===== config.mk =====
export PLATFORM = sky130hd
export DESIGN_NAME = hazard_ctrl_param_flat
export DESIGN_NICKNAME = d
export VERILOG_FILES = /design/src/rtl/hazard_ctrl_param_if.sv /design/src/rtl/hazard_ctrl_param.sv /design/src/flat_wrapper.sv
export SDC_FILE = /design/constraint.sdc
export NUM_CORES = 1
export LEC_CHECK = 0
export CAP_MARGIN = 10
export CORE_MARGIN = 5
export CORE_UTILIZATION = 41
export CTS_CLUSTER_SIZE = 14
export DETAILED_ROUTE_END_ITERATION = 8
export PLACE_DENSITY = 0.88
export SKIP_CTS_REPAIR_TIMING = 1
export SYNTH_ARGS = -nofsm -noshare
export SYNTH_HDL_FRONTEND = slang
export SYNTH_SLANG_ARGS = --single-unit
export TNS_END_PERCENT = 50

===== constraint.sdc =====
create_clock -name CLK -period 6.95 [get_ports CLK]
set_clock_uncertainty 0.1 [all_clocks]
set_input_delay 2.085 -clock CLK [delete_from_list [all_inputs] [get_ports CLK]]
set_output_delay 2.085 -clock CLK [all_outputs]
set_load 0.05 [all_outputs]

===== src/rtl/hazard_ctrl_param_if.sv =====
// hazard_ctrl_param_if
// Bundles the pipeline-to-hazard-controller signals.
//   master : pipeline side; drives fetch/data handshakes and decode info,
//            receives latch codes, PC enable, forwarding selects and counters.
//   slave  : hazard controller side (mirror of master).
// Signals: ihit, dhit, dmem_req, dec_valid, dec_rs, dec_rt, dec_uses_rt,
//          dec_wen, dec_wsel, dec_is_load, flush_req (pipeline -> controller);
//          pc_wen, latch_state, fwd_rs, fwd_rt, hz_stall, perf_stall,
//          perf_flush, perf_memwait (controller -> pipeline).
interface hazard_ctrl_param_if #(
  parameter int NLATCH = 4,
  parameter int NREGS  = 32
);
  localparam int REG_W = $clog2(NREGS);
  localparam int FWD_W = $clog2(NLATCH);

  logic                  ihit;
  logic                  dhit;
  logic                  dmem_req;
  logic                  dec_valid;
  logic [REG_W-1:0]      dec_rs;
  logic [REG_W-1:0]      dec_rt;
  logic                  dec_uses_rt;
  logic                  dec_wen;
  logic [REG_W-1:0]      dec_wsel;
  logic                  dec_is_load;
  logic                  flush_req;
  logic                  pc_wen;
  logic [2*NLATCH-1:0]   latch_state;
  logic [FWD_W-1:0]      fwd_rs;
  logic [FWD_W-1:0]      fwd_rt;
  logic                  hz_stall;
  logic [31:0]           perf_stall;
  logic [31:0]           perf_flush;
  logic [31:0]           perf_memwait;

  modport master (
    output ihit, dhit, dmem_req, dec_valid, dec_rs, dec_rt, dec_uses_rt,
           dec_wen, dec_wsel, dec_is_load, flush_req,
    input  pc_wen, latch_state, fwd_rs, fwd_rt, hz_stall,
           perf_stall, perf_flush, perf_memwait
  );

  modport slave (
    input  ihit, dhit, dmem_req, dec_valid, dec_rs, dec_rt, dec_uses_rt,
           dec_wen, dec_wsel, dec_is_load, flush_req,
    output pc_wen, latch_state, fwd_rs, fwd_rt, hz_stall,
           perf_stall, perf_flush, perf_memwait
  );
endinterface


===== src/rtl/hazard_ctrl_param.sv =====
// hazard_ctrl_param
// Hazard controller for an NLATCH-latch in-order pipeline. Tracks in-flight
// destinations (entry k = instruction after latch k), detects decode RAW
// hazards, selects forwarding sources, and arbitrates flush / memory waits.
// Ports:
//   CLK   : clock, rising edge
//   nRST  : asynchronous active-low reset
//   ctl   : hazard_ctrl_param_if.slave bundle (see interface header)
// Optional: define HAZARD_PERF_EN to enable the 32-bit saturating
// perf_stall / perf_flush / perf_memwait counters; otherwise they read 0.
module hazard_ctrl_param #(
  parameter int NLATCH      = 4,
  parameter int NREGS       = 32,
  parameter int ALU_READY   = 1,
  parameter int LOAD_READY  = 2,
  parameter int FLUSH_DEPTH = 2
) (
  input  logic                 CLK,
  input  logic                 nRST,
  hazard_ctrl_param_if.slave   ctl
);
  localparam int REG_W = $clog2(NREGS);
  localparam int FWD_W = $clog2(NLATCH);
  localparam int unsigned AR = ALU_READY;
  localparam int unsigned LR = LOAD_READY;
  localparam int unsigned FD = FLUSH_DEPTH;

  localparam logic [1:0] LS_ENABLE = 2'b00;
  localparam logic [1:0] LS_STALL  = 2'b01;
  localparam logic [1:0] LS_NOP    = 2'b10;

  logic [NLATCH-1:1] v_q, v_d;
  logic [NLATCH-1:1] ld_q, ld_d;
  logic [REG_W-1:0]  w_q [NLATCH-1:1];
  logic [REG_W-1:0]  w_d [NLATCH-1:1];

  logic              rs_haz, rt_haz, rs_done, rt_done;
  logic [FWD_W-1:0]  rs_fwd, rt_fwd;
  logic              mem_wait, hazard, stall, pc_en;
  logic [1:0]        code [NLATCH];
  logic [2*NLATCH-1:0] ls;

  assign mem_wait = ctl.dmem_req && !ctl.dhit;

  // Scan youngest to oldest; the first match decides. A match that is not
  // yet ready is a hazard and leaves the forward select at the register file.
  always_comb begin
    rs_haz  = 1'b0;
    rt_haz  = 1'b0;
    rs_done = 1'b0;
    rt_done = 1'b0;
    rs_fwd  = '0;
    rt_fwd  = '0;
    for (int unsigned k = 1; k < NLATCH; k++) begin
      if (!rs_done && v_q[k] && w_q[k] == ctl.dec_rs && ctl.dec_rs != '0) begin
        rs_done = 1'b1;
        if (k < (ld_q[k] ? LR : AR)) rs_haz = 1'b1;
        else                         rs_fwd = FWD_W'(k);
      end
      if (!rt_done && ctl.dec_uses_rt && v_q[k] && w_q[k] == ctl.dec_rt &&
          ctl.dec_rt != '0) begin
        rt_done = 1'b1;
        if (k < (ld_q[k] ? LR : AR)) rt_haz = 1'b1;
        else                         rt_fwd = FWD_W'(k);
      end
    end
  end

  assign hazard = ctl.dec_valid && (rs_haz || rt_haz);

  always_comb begin
    pc_en = 1'b1;
    stall = 1'b0;
    for (int unsigned k = 0; k < NLATCH; k++) code[k] = LS_ENABLE;
    if (mem_wait) begin
      pc_en = 1'b0;
      for (int unsigned k = 0; k < NLATCH; k++) code[k] = LS_STALL;
    end else if (ctl.flush_req) begin
      for (int unsigned k = 0; k < NLATCH; k++)
        if (k < FD) code[k] = LS_NOP;
    end else if (hazard) begin
      pc_en   = 1'b0;
      stall   = 1'b1;
      code[0] = LS_STALL;
      code[1] = LS_NOP;
    end else if (!ctl.ihit) begin
      pc_en   = 1'b0;
      code[0] = LS_NOP;
    end
  end

  always_comb begin
    ls = '0;
    for (int unsigned k = 0; k < NLATCH; k++) ls[2*k +: 2] = code[k];
  end

  assign ctl.latch_state = ls;
  assign ctl.pc_wen      = pc_en;
  assign ctl.hz_stall    = stall;
  assign ctl.fwd_rs      = (stall || ctl.flush_req || mem_wait) ? '0 : rs_fwd;
  assign ctl.fwd_rt      = (stall || ctl.flush_req || mem_wait) ? '0 : rt_fwd;

  // Tracker entry k follows the code of latch k.
  always_comb begin
    v_d  = v_q;
    ld_d = ld_q;
    w_d  = w_q;
    case (code[1])
      LS_ENABLE: begin
        v_d[1]  = ctl.dec_valid && ctl.dec_wen && ctl.dec_wsel != '0;
        w_d[1]  = ctl.dec_wsel;
        ld_d[1] = ctl.dec_is_load;
      end
      LS_NOP:  v_d[1] = 1'b0;
      default: ;
    endcase
    for (int unsigned k = 2; k < NLATCH; k++) begin
      case (code[k])
        LS_ENABLE: begin
          v_d[k]  = v_q[k-1];
          w_d[k]  = w_q[k-1];
          ld_d[k] = ld_q[k-1];
        end
        LS_NOP:  v_d[k] = 1'b0;
        default: ;
      endcase
    end
  end

  always_ff @(posedge CLK or negedge nRST) begin
    if (!nRST) begin
      v_q  <= '0;
      ld_q <= '0;
      for (int unsigned k = 1; k < NLATCH; k++) w_q[k] <= '0;
    end else begin
      v_q  <= v_d;
      ld_q <= ld_d;
      w_q  <= w_d;
    end
  end

`ifdef HAZARD_PERF_EN
  logic [31:0] pst_q, pfl_q, pmw_q;
  logic        flush_taken;

  assign flush_taken = ctl.flush_req && !mem_wait;

  always_ff @(posedge CLK or negedge nRST) begin
    if (!nRST) begin
      pst_q <= '0;
      pfl_q <= '0;
      pmw_q <= '0;
    end else begin
      if (stall && pst_q != '1)       pst_q <= pst_q + 32'd1;
      if (flush_taken && pfl_q != '1) pfl_q <= pfl_q + 32'd1;
      if (mem_wait && pmw_q != '1)    pmw_q <= pmw_q + 32'd1;
    end
  end

  assign ctl.perf_stall   = pst_q;
  assign ctl.perf_flush   = pfl_q;
  assign ctl.perf_memwait = pmw_q;
`else
  assign ctl.perf_stall   = '0;
  assign ctl.perf_flush   = '0;
  assign ctl.perf_memwait = '0;
`endif
endmodule

===== src/flat_wrapper.sv =====
// flat-port wrapper written by rule: the top's interface ports become plain ports
module hazard_ctrl_param_flat 
#(
  parameter int NLATCH      = 4,
  parameter int NREGS       = 32,
  parameter int ALU_READY   = 1,
  parameter int LOAD_READY  = 2,
  parameter int FLUSH_DEPTH = 2
)
  (CLK, nRST, ctl_ihit, ctl_dhit, ctl_dmem_req, ctl_dec_valid, ctl_dec_rs, ctl_dec_rt, ctl_dec_uses_rt, ctl_dec_wen, ctl_dec_wsel, ctl_dec_is_load, ctl_flush_req, ctl_pc_wen, ctl_latch_state, ctl_fwd_rs, ctl_fwd_rt, ctl_hz_stall, ctl_perf_stall, ctl_perf_flush, ctl_perf_memwait);
  hazard_ctrl_param_if #(.NLATCH(NLATCH), .NREGS(NREGS)) ctl_i ();
  input  logic CLK;
  input  logic nRST;
  input wire logic [$bits(ctl_i.ihit)-1:0] ctl_ihit;
  input wire logic [$bits(ctl_i.dhit)-1:0] ctl_dhit;
  input wire logic [$bits(ctl_i.dmem_req)-1:0] ctl_dmem_req;
  input wire logic [$bits(ctl_i.dec_valid)-1:0] ctl_dec_valid;
  input wire logic [$bits(ctl_i.dec_rs)-1:0] ctl_dec_rs;
  input wire logic [$bits(ctl_i.dec_rt)-1:0] ctl_dec_rt;
  input wire logic [$bits(ctl_i.dec_uses_rt)-1:0] ctl_dec_uses_rt;
  input wire logic [$bits(ctl_i.dec_wen)-1:0] ctl_dec_wen;
  input wire logic [$bits(ctl_i.dec_wsel)-1:0] ctl_dec_wsel;
  input wire logic [$bits(ctl_i.dec_is_load)-1:0] ctl_dec_is_load;
  input wire logic [$bits(ctl_i.flush_req)-1:0] ctl_flush_req;
  output wire logic [$bits(ctl_i.pc_wen)-1:0] ctl_pc_wen;
  output wire logic [$bits(ctl_i.latch_state)-1:0] ctl_latch_state;
  output wire logic [$bits(ctl_i.fwd_rs)-1:0] ctl_fwd_rs;
  output wire logic [$bits(ctl_i.fwd_rt)-1:0] ctl_fwd_rt;
  output wire logic [$bits(ctl_i.hz_stall)-1:0] ctl_hz_stall;
  output wire logic [$bits(ctl_i.perf_stall)-1:0] ctl_perf_stall;
  output wire logic [$bits(ctl_i.perf_flush)-1:0] ctl_perf_flush;
  output wire logic [$bits(ctl_i.perf_memwait)-1:0] ctl_perf_memwait;
  assign ctl_i.ihit = ctl_ihit;
  assign ctl_i.dhit = ctl_dhit;
  assign ctl_i.dmem_req = ctl_dmem_req;
  assign ctl_i.dec_valid = ctl_dec_valid;
  assign ctl_i.dec_rs = ctl_dec_rs;
  assign ctl_i.dec_rt = ctl_dec_rt;
  assign ctl_i.dec_uses_rt = ctl_dec_uses_rt;
  assign ctl_i.dec_wen = ctl_dec_wen;
  assign ctl_i.dec_wsel = ctl_dec_wsel;
  assign ctl_i.dec_is_load = ctl_dec_is_load;
  assign ctl_i.flush_req = ctl_flush_req;
  assign ctl_pc_wen = ctl_i.pc_wen;
  assign ctl_latch_state = ctl_i.latch_state;
  assign ctl_fwd_rs = ctl_i.fwd_rs;
  assign ctl_fwd_rt = ctl_i.fwd_rt;
  assign ctl_hz_stall = ctl_i.hz_stall;
  assign ctl_perf_stall = ctl_i.perf_stall;
  assign ctl_perf_flush = ctl_i.perf_flush;
  assign ctl_perf_memwait = ctl_i.perf_memwait;
  hazard_ctrl_param #(.NLATCH(NLATCH), .NREGS(NREGS), .ALU_READY(ALU_READY), .LOAD_READY(LOAD_READY), .FLUSH_DEPTH(FLUSH_DEPTH)) u_core (.CLK(CLK), .nRST(nRST), .ctl(ctl_i));
endmodule

==> impl_metrics.csv <==
group,metric,value,unit
run_status,status,"finished, final reports clean",
synth,synth_compound_area_frac,0.0762,
synth,synth_fa_ha_area_frac,0,
setup_path,crit_top_cell,"or4_1",
synth,syn_area,2150,µm²
synth,synthCells,273,
layout,num_antenna_cells,0,
synth,synth_most_common_cell,"buf_4",
timing,slew_violations,0,
setup_path,path_class,"in2out",
synth,ys_ff_latch,19,
timing,max_freq,150,MHz
setup_path,r2r-start,"u_core.w_q[3]",
routing,num_vias,1675,
global_route,grt_max_degree,20,
power,irDropWorstVdd,0.0826,mV
cts,cts_made_buffers,3,
routing,drcViolationCount,0,
worst_hold_path,min_delay_path_depth,2,
synth,synth-simple-area-share,0.209,
routing,drt_wl_total,4760,µm
layout,final_layout_size_suffix_gt1_frac,0.0528,
cts,clk_latency,0.26,ns
die,num_rows,26,
setup_path,path_depth,7,
synth,synth_top_cell_by_area,"buf_4",
layout,nets,329,
setup_path,cpLargestDelayFamily,"simple AND/OR/NAND/NOR gates",
timing,slew_headroom,0.387,
cts,clk_pin_slew_worst_paths,0.07,ns
setup_path,reg2reg_slack,4.74,ns
placement,dpl.hpwl,3890,µm
setup_path,arrival,4.50,ns
synth,synth-seq-area-share,0.221,
routing,drt_iter0_drc,231,
synth,synth.top_cell.area_share,0.356,
cts,cts.sinks,19,
placement,port_buffers,36,
setup_path,cp-start-kind,"primary input",
setup_path,r2r_end,"u_core.v_q[1]",
die,die_x,82.4,µm
routing,drtAntennaViolNets,0,
global_route,antenna_found_initial,0,
cts,clock_path_buffers,2,
synth,netlist-cell-type-count,32,
worst_hold_path,hold_path_startpoint,"u_core.v_q[3]",
global_route,grt_pass1_wl,7020,µm
timing,finalSetupTns,0,ns
cts,cts-root-buf,"clkbuf_8",
die,io_pins,135,
die,die-area,6790,µm²
layout,seq_area,475,µm²
layout,multiInputGateArea,1240,µm²
synth,ys.flop_type,"dfrtp_1",
layout,synthToLayoutAreaGrowth,7.91,%
setup_path,critical_path.max_fanout,8,
setup_path,required,4.76,ns
synth,synth_edf_count,0,
die,core_region_area,5110,µm²
routing,wire_per_inst,12.8,µm
setup_path,end_kind,"primary output",
placement,place_congestion,0.947,
synth,yosys_warnings,0,
worst_hold_path,worstHoldEndpoint,"u_core.v_q[3]",
setup_path,cpPeakStageDelay,0.56,ns
synth,synth_area_per_cell,7.88,µm²
synth,synth_commonest_cells,"buf_4, nand2_1, dfrtp_1",
layout,num-fill-cells,504,
timing,grt_setup_unrepaired,"false",
synth,async_reset_ff_frac,1.00,
synth,synth_top_family_by_area,"buffers and inverters",
setup_path,slowest_stage,"or4_1",
timing,post-route-min-period,6.68,ns
cts,cts-htree-levels,1,
power,power.leakage,1.11,nW
die,fp.dieH,82.4,µm
placement,dp.cells,369,
layout,instances_no_fill,373,
setup_path,timing.reg2reg.worst_path_depth,5,
global_route,track_usage,0.133,
timing,setup_viol,0,
power,p_per_area,193,nW/µm²
timing,fin_crit_sh,0.962,
global_route,grt_overflow,0,
timing,finalHoldViolations,0,
cts,cts_tree,"yes",
global_route,grt_pass1_vias,1475,
routing,dr.pass1.iters,4,
synth,yosys.area_share.xor_xnor,0.122,
routing,avgViaCountPerCell,4.49,
run,maxCapViolCount,0,
setup_path,critical_path_buf_inv_count,2,
die,start_util,0.421,
timing,tightest_slew,0.912,ns
setup_path,cp_cell_sequence,"clkdlybuf4s50_1 > or4_1 > nor2_2 > or4_1 > a21oi_4 > a211oi_1 > buf_12",
worst_hold_path,worst_hold_path_type,"reg2reg",
synth,synth.area.top_cells,"buf_4, dfrtp_1, nand2_1, xor2_1, xnor2_1",
synth,synthMuxAreaShare,0,
==> area by class of cell <==
cell class | count | share of cell area
Inverter | 1 | 0.00162
Multi-Input combinational cell | 241 | 0.536
Sequential cell | 19 | 0.205
Tap cell | 70 | 0.0377
Timing Repair Buffer | 38 | 0.201
Clock buffer | 4 | 0.0194
==> metal layers <==
| layer | up-vias | wire, µm | track usage |
|---|---|---|---|
| met4 | 0 | 46 | 0.0432 |
| met1 | 784 | 1620 | 0.166 |
| li1 | 770 | - | - |
| met2 | 114 | 2460 | 0.232 |
| met3 | 7 | 638 | 0.0217 |
| met5 | - | 0 | 0 |
==> power by group <==
| part | switching (mW) | leakage [nW] | internal [mW] | total, mW |
|---|---|---|---|---|
| clock | 0.0372 | 0.0228 | 0.0408 | 0.0780 |
| combinational | 0.168 | 0.861 | 0.0508 | 0.219 |
| sequential | 0.0261 | 0.229 | 0.126 | 0.152 |
==> cells in the final DEF, fill, tap and decap left out, drive strengths merged <==
cell type / n
a211oi: 2
a21o: 1
a21oi: 7
and2: 1
and3: 7
and3b: 1
buf: 11
clkbuf: 4
clkdlybuf4s50: 27
conb: 98
dfrtp: 19
inv: 1
nand2: 44
nand2b: 4
nand3: 7
nand3b: 2
nand4: 7
nand4bb: 1
nor2: 4
nor3: 2
nor4: 6
o2111ai: 6
o211ai: 1
o21a: 1
o21ai: 4
o31ai: 1
or4: 4
xnor2: 14
xor2: 16
==> cell families (layout without fill, tap and decap cells) <==
logic type	Yosys count	in the layout
compound gates	23	23
xor+xnor	30	30
buf+inv	110	43
flops	19	19
other cells	1	98
simple gates	90	90
==> state kept, by name, indices dropped and copies added (netlist names) <==
register	count
u_core.ld_q	1
u_core.v_q	3
u_core.w_q	15
==> how the worst max path moves through the flow <==
stage	slack (ns)	start	endpoint
after floorplan	0.45	ctl_dec_rs[0]	ctl_fwd_rs[0]
final	0.27	ctl_dec_rt[2]	ctl_fwd_rt[0]
after CTS	0.28	ctl_dec_rt[2]	ctl_fwd_rt[0]
after detailed placement	0.29	ctl_dec_rt[2]	ctl_fwd_rt[0]
after global routing	0.07	ctl_dec_rt[2]	ctl_fwd_rt[0]
after global placement	0.40	ctl_dec_rt[2]	ctl_fwd_rt[0]
==> tightest hold or removal path, cell delays in order (launching register included) <==
cell,delay (ns)
dfrtp_1,0.38
nand2_1,0.06
nand2_1,0.05
==> metrics by stage <==
stage / worst slack (ns) / utilization / area [µm²] / hold WS [ns] / power [mW]
floorplan: 0.454 / - / 2510 / 0.352 / 0.366
global placement: 0.397 / 0.446 / 2280 / 0.389 / 0.365
detailed placement: 0.288 / 0.446 / 2280 / 0.410 / 0.369
CTS: 0.275 / 0.454 / 2320 / 0.429 / 0.444
finish: 0.266 / 0.454 / 2320 / 0.428 / 0.449
global route: 0.0741 / 0.454 / 2320 / 0.456 / 0.470
No activity file was read; power rests on OpenSTA's default activity.
